$ cat config.mk
export PLATFORM = sky130hd
export DESIGN_NAME = uart_rx
export DESIGN_NICKNAME = d
export VERILOG_FILES = /design/src/rtl/uart_rx.sv
export SDC_FILE = /design/constraint.sdc
export NUM_CORES = 1
export LEC_CHECK = 0
export BUFFER_PORTS_ARGS = -buffer_cell sky130_fd_sc_hd__buf_2
export CAP_MARGIN = 25
export CELL_PAD_IN_SITES_DETAIL_PLACEMENT = 0
export CELL_PAD_IN_SITES_GLOBAL_PLACEMENT = 1
export CORE_MARGIN = 2
export CORE_UTILIZATION = 47
export DETAILED_ROUTE_END_ITERATION = 12
export PLACE_DENSITY = 0.75
export SYNTH_ARGS = -nofsm -noshare
export SYNTH_HDL_FRONTEND = slang
export SYNTH_SLANG_ARGS = --single-unit
$ cat constraint.sdc
create_clock -name clk -period 2.7 [get_ports clk]
set_input_delay 0.27 -clock clk [delete_from_list [all_inputs] [get_ports clk]]
set_output_delay 0.27 -clock clk [all_outputs]
set_load 0.02 [all_outputs]
$ cat src/rtl/uart_rx.sv
// 8N1 UART receiver: 2-FF synchroniser, mid-bit sampling, glitch reject on start, framing-error pulse.
// rx_valid ~9.5 bit periods after the start edge; no backpressure, rx_data is overwritten by each good byte.
`timescale 1ns/1ps
module uart_rx #(
  parameter int CLK_FREQ  = 50_000_000,
  parameter int BAUD_RATE = 115200
) (
  input  logic       clk,
  input  logic       rst,
  input  logic       rx_serial,
  output logic [7:0] rx_data,
  output logic       rx_valid,
  output logic       rx_frame_err,
  output logic       rx_busy
);
  localparam int CLKS_PER_BIT = CLK_FREQ / BAUD_RATE;
  localparam int HALF_BIT     = (CLKS_PER_BIT - 1) / 2;
  localparam int CW           = $clog2(CLKS_PER_BIT);
  localparam logic [CW-1:0] BIT_END  = CW'(CLKS_PER_BIT - 1);
  localparam logic [CW-1:0] HALF_END = CW'(HALF_BIT);

  typedef enum logic [2:0] {WAIT_IDLE, IDLE, START, DATA, STOP} state_t;

  state_t        state, state_n;
  logic [CW-1:0] cnt, cnt_n;
  logic [2:0]    bit_idx, bit_idx_n;
  logic [7:0]    shreg, shreg_n;
  logic [7:0]    data_n;
  logic          valid_n, ferr_n, busy_n;
  logic          rx_meta, rx_s;

  always_ff @(posedge clk or posedge rst) begin
    if (rst) begin
      rx_meta <= 1'b1;
      rx_s    <= 1'b1;
    end else begin
      rx_meta <= rx_serial;
      rx_s    <= rx_meta;
    end
  end

  always_ff @(posedge clk or posedge rst) begin
    if (rst) begin
      state        <= WAIT_IDLE;
      cnt          <= '0;
      bit_idx      <= '0;
      shreg        <= '0;
      rx_data      <= '0;
      rx_valid     <= 1'b0;
      rx_frame_err <= 1'b0;
      rx_busy      <= 1'b0;
    end else begin
      state        <= state_n;
      cnt          <= cnt_n;
      bit_idx      <= bit_idx_n;
      shreg        <= shreg_n;
      rx_data      <= data_n;
      rx_valid     <= valid_n;
      rx_frame_err <= ferr_n;
      rx_busy      <= busy_n;
    end
  end

  always_comb begin
    state_n   = state;
    cnt_n     = cnt;
    bit_idx_n = bit_idx;
    shreg_n   = shreg;
    data_n    = rx_data;
    valid_n   = 1'b0;
    ferr_n    = 1'b0;
    case (state)
      WAIT_IDLE: if (rx_s) state_n = IDLE;
      IDLE: begin
        if (!rx_s) begin
          state_n = START;
          cnt_n   = '0;
        end
      end
      START: begin
        if (cnt == HALF_END) begin
          cnt_n = '0;
          if (rx_s) begin
            state_n = IDLE;
          end else begin
            state_n   = DATA;
            bit_idx_n = '0;
          end
        end else begin
          cnt_n = cnt + 1'b1;
        end
      end
      DATA: begin
        if (cnt == BIT_END) begin
          cnt_n     = '0;
          shreg_n   = {rx_s, shreg[7:1]};
          bit_idx_n = bit_idx + 3'd1;
          if (bit_idx == 3'd7) state_n = STOP;
        end else begin
          cnt_n = cnt + 1'b1;
        end
      end
      STOP: begin
        // Leaving at mid-stop leaves half a bit to catch a zero-gap start edge.
        if (cnt == BIT_END) begin
          cnt_n = '0;
          if (rx_s) begin
            data_n  = shreg;
            valid_n = 1'b1;
            state_n = IDLE;
          end else begin
            ferr_n  = 1'b1;
            state_n = WAIT_IDLE;
          end
        end else begin
          cnt_n = cnt + 1'b1;
        end
      end
      default: state_n = WAIT_IDLE;
    endcase
    // Registered from next state so rx_busy tracks state != IDLE yet resets to 0.
    busy_n = (state_n != IDLE);
  end
endmodule

==> metrics.md <==
| Metric | Value |
|---|---|
| Met2 Wirelength | 1440 um |
| Global route total overflow | 0 |
| Flop2flop setup slack | 0.56 ns |
| Die area | 0.00421 mm2 |
| Area of the multi-input gates | 777 um2 |
| Sequential Area | 903 um2 |
| GRT Util Overall | 17.9% |
| Fmax achieved | 468 MHz |
| Bufs on Longest Clock Path | 2 |
| RSZ-0062 raised after global routing | false |
| Die height | 64.9 um |
| #FFs+latches synth | 36 |
| # IOs | 14 |
| Setup_tns | 0 ns |
| Syn_nets | 158 |
| Clock root buffer | clkbuf_8 |
| Slowest cell delay on critical path | between 0.4 and 0.5 ns |
| Slew Limit Fails | 0 |
| Status | finished clean |
| Worst flop-to-flop path endpoint | cnt[0]$_DFFE_PP0P_ |
| Crit-path max FO | 6 |
| Max-cap violations | 0 |
| Synthesized area | 0.00174 mm2 |
| Sequential area share after synthesis | 51.8% |
| Top sig layer | met4 |
| TritonCTS clock tree | done |
| Inserted Clock Buffers | 5 |
| Post-DP HPWL | 2270 um |
| Least-Margin Pin Slew | 0.690 ns |
| Area leader, netlist | dfrtp_1 |
| Setup ws final | 0.563 ns |
| Initial antenna violation count | 0 |
| Startpoint type of the worst setup path | flip-flop |
| Fin Clk Skew | 0.00682 ns |
| Row count | 22 |
| Clock period minus worst slack | 2.14 ns |
| Critical path required time | 2.87 ns |
| Chip width | 64.9 um |
| Met3 routed WL | between 100 and 150 um |
| Peak VDD IR | 266 uV |
| DP Worst Slack | 0.575 ns |
| Routed WL | 3130 um |
| Async set-reset flop share out of synthesis | 100% |
| CP Cell Sequence | inv_1 > ha_1 > nor4b_1 > a21oi_1 > or2_2 > mux2_2 |
| Setup CP Type | reg2reg |
| Post-CTS Setup Inserts | 0 |
| EDFF count, synth | 0 |
| Depth of the CTS H-tree | 2 |
| Fin nets | 174 |
| Post-layout util | 53.8% |
| P_leak | 0.937 nW |
| Ant. Diodes | 0 |
| Later-pin clock latency in the skew report | 0.29 ns |
| Core area | 0.00361 mm2 |
| Clk sinks | 36 |
| Worst Path Arrival | around 2.3 ns |
| Bufs and invs on worst path | 1 |
| Vias/cell | approximately 5.5 |
| Layout area overhead | 11.3% |
| # port buffers | 13 |
| Fillcell total | 322 |
| Hold Crit Class | in2async |
| Count leader, synth | dfrtp_1 |
| Kind of cell adding the most delay to the critical path | simple AND/OR/NAND/NOR gates |
| Post-Layout Cell Count | 215 |
| M1 WL | 1510 um |
| DRC Markers | 0 |
| Synth top area cells | dfrtp_1 49%, mux2_4 6.9%, mux2_2 5.8% |
| # setup viols final | 0 |
| Fin crit share | 79.1% |
| Placed Cells incl. Taps | roughly 210 |
| Largest net degree at the start of global routing | 37 |
| Via count | between 1000 and 1500 |
| Routed wire per std cell | 14.6 um |
| Slew headroom | a little over half |
| Netlist cell types | 42 |
| Worst reg2reg path startpoint | cnt[0]$_DFFE_PP0P_ |
| Vias in the first global route | approximately 1100 |
| Avg Synthesized Cell Area | 11.6 um2 |
| Routed Antenna Nets | 0 |
| Post-synth top area share | 48.8% |
| Most frequent cells after synthesis | 34 x dfrtp_1, 14 x nand2_1, 11 x o21ai_0, 9 x mux2_2, 8 x mux2_4 |
| CP max-delay cell | dfrtp_1 |
| GP Congestion | 0.821 |
| Synth Flop Type | dfrtp_1 |
| Worst-case reg-to-reg path depth | 6 |
| Clock Pin Slew Worst Setup and Hold Paths | roughly 0.070 ns |
| Initial drt markers | 53 |
| Final Hold Violating Endpoints | 0 |
| Drt pass-1 iters | 4 |
| # resized after CTS | 0 |
| Synth warn | 0 |
| Starting density of the core | 48.4% |
| Layout cells sized above 1 | 29.3% |
| Mapped Cells | 150 |
| First-pass GRT wire length | between 5000 and 6000 um |
| Worst Setup End Kind | flip-flop |
| Power Density | 717 mW/mm2 |
| Cts hold-fix bufs | 0 |
-- worst max path at each step --
stage / to / cells past startpoint / start
after global routing: cnt[0]$_DFFE_PP0P_ / 6 / cnt[0]$_DFFE_PP0P_
after CTS: cnt[0]$_DFFE_PP0P_ / 6 / cnt[0]$_DFFE_PP0P_
final: cnt[0]$_DFFE_PP0P_ / 6 / cnt[0]$_DFFE_PP0P_
after detailed placement: cnt[0]$_DFFE_PP0P_ / 6 / cnt[0]$_DFFE_PP0P_
after floorplan: rx_data[0]$_DFFE_PP0P_ / 5 / state[0]$_DFF_PP0_
after global placement: cnt[0]$_DFFE_PP0P_ / 6 / cnt[0]$_DFFE_PP0P_
-- cell type report --
| class | count | share of cell area (%) |
|---|---|---|
| Multi-Input combinational cell | 101 | 40.0 |
| Sequential cell | 36 | 46.6 |
| Timing Repair Buffer | 15 | 4.13 |
| Clock inverter | 1 | 0.387 |
| Clock buffer | 7 | 4.45 |
| Inverter | 7 | 1.35 |
| Tap cell | 48 | 3.09 |
-- cell usage in the layout, fill, tap and decap left out, types with 2 or more instances in the layout --
cell and n:
a22o_1 3, a31oi_1 2, buf_2 13, buf_4 2, clkbuf_8 6, dfrtp_1 34
dfstp_2 2, ha_1 5, inv_1 7, mux2_2 9, mux2_4 8, nand2_1 14
nand3_1 3, nand4_1 4, nor2_1 4, nor2b_1 3, nor3_1 3, o211ai_1 3
o21ai_0 11, o22ai_1 2, o31ai_1 2, or2_2 3, or3_1 2
-- through the flow --
stage	hold WS [ns]	cell area, um2	power, mW
floorplan	0.274	1740	0.922
global placement	0.349	1850	0.992
detailed placement	0.348	1850	1.00
CTS	0.0720	1940	1.41
global route	0.0699	1940	1.48
finish	0.0593	1940	1.39
-- worst register-to-register path: cells and delay by family, from the launching register on --
family	cells	cell delay [ns]
AO/OA/AOI/OAI	1	0.27
adder cells (fa/ha/maj)	1	0.13
buffers and inverters	1	0.10
flip-flops	1	0.43
multiplexers	1	0.27
AND/OR/NAND/NOR	2	0.82
-- kinds of logic after synthesis --
family,share of synthesized area [%]
simple gates,17.2
compound gates,9.97
mux,13.3
flops,51.8
xor+xnor,0.502
buf+inv,3.66
fa+ha+maj,3.59
-- flip-flops by register name, summed over array words and instances (netlist names) --
name / flops
shreg: 8
rx_data: 8
state: 3
rx_busy: 1
rx_frame_err: 1
bit_idx: 3
rx_meta: 1
cnt: 9
rx_s: 1
rx_valid: 1
-- metal layers --
| layer | track usage (%) | up-vias |
|---|---|---|
| met5 | 0 | - |
| met4 | 9.31 | 0 |
| met3 | 5.21 | 6 |
| met2 | 24.7 | 19 |
| met1 | 25.3 | 585 |
| li1 | - | 577 |
-- power breakdown --
| part | internal [mW] | total [mW] | switching [mW] |
|---|---|---|---|
| Sequential | 0.588 | 0.658 | 0.0698 |
| Combinational | 0.143 | 0.333 | 0.190 |
| Clock | 0.207 | 0.400 | 0.193 |
(Power assumes the default switching activity.)
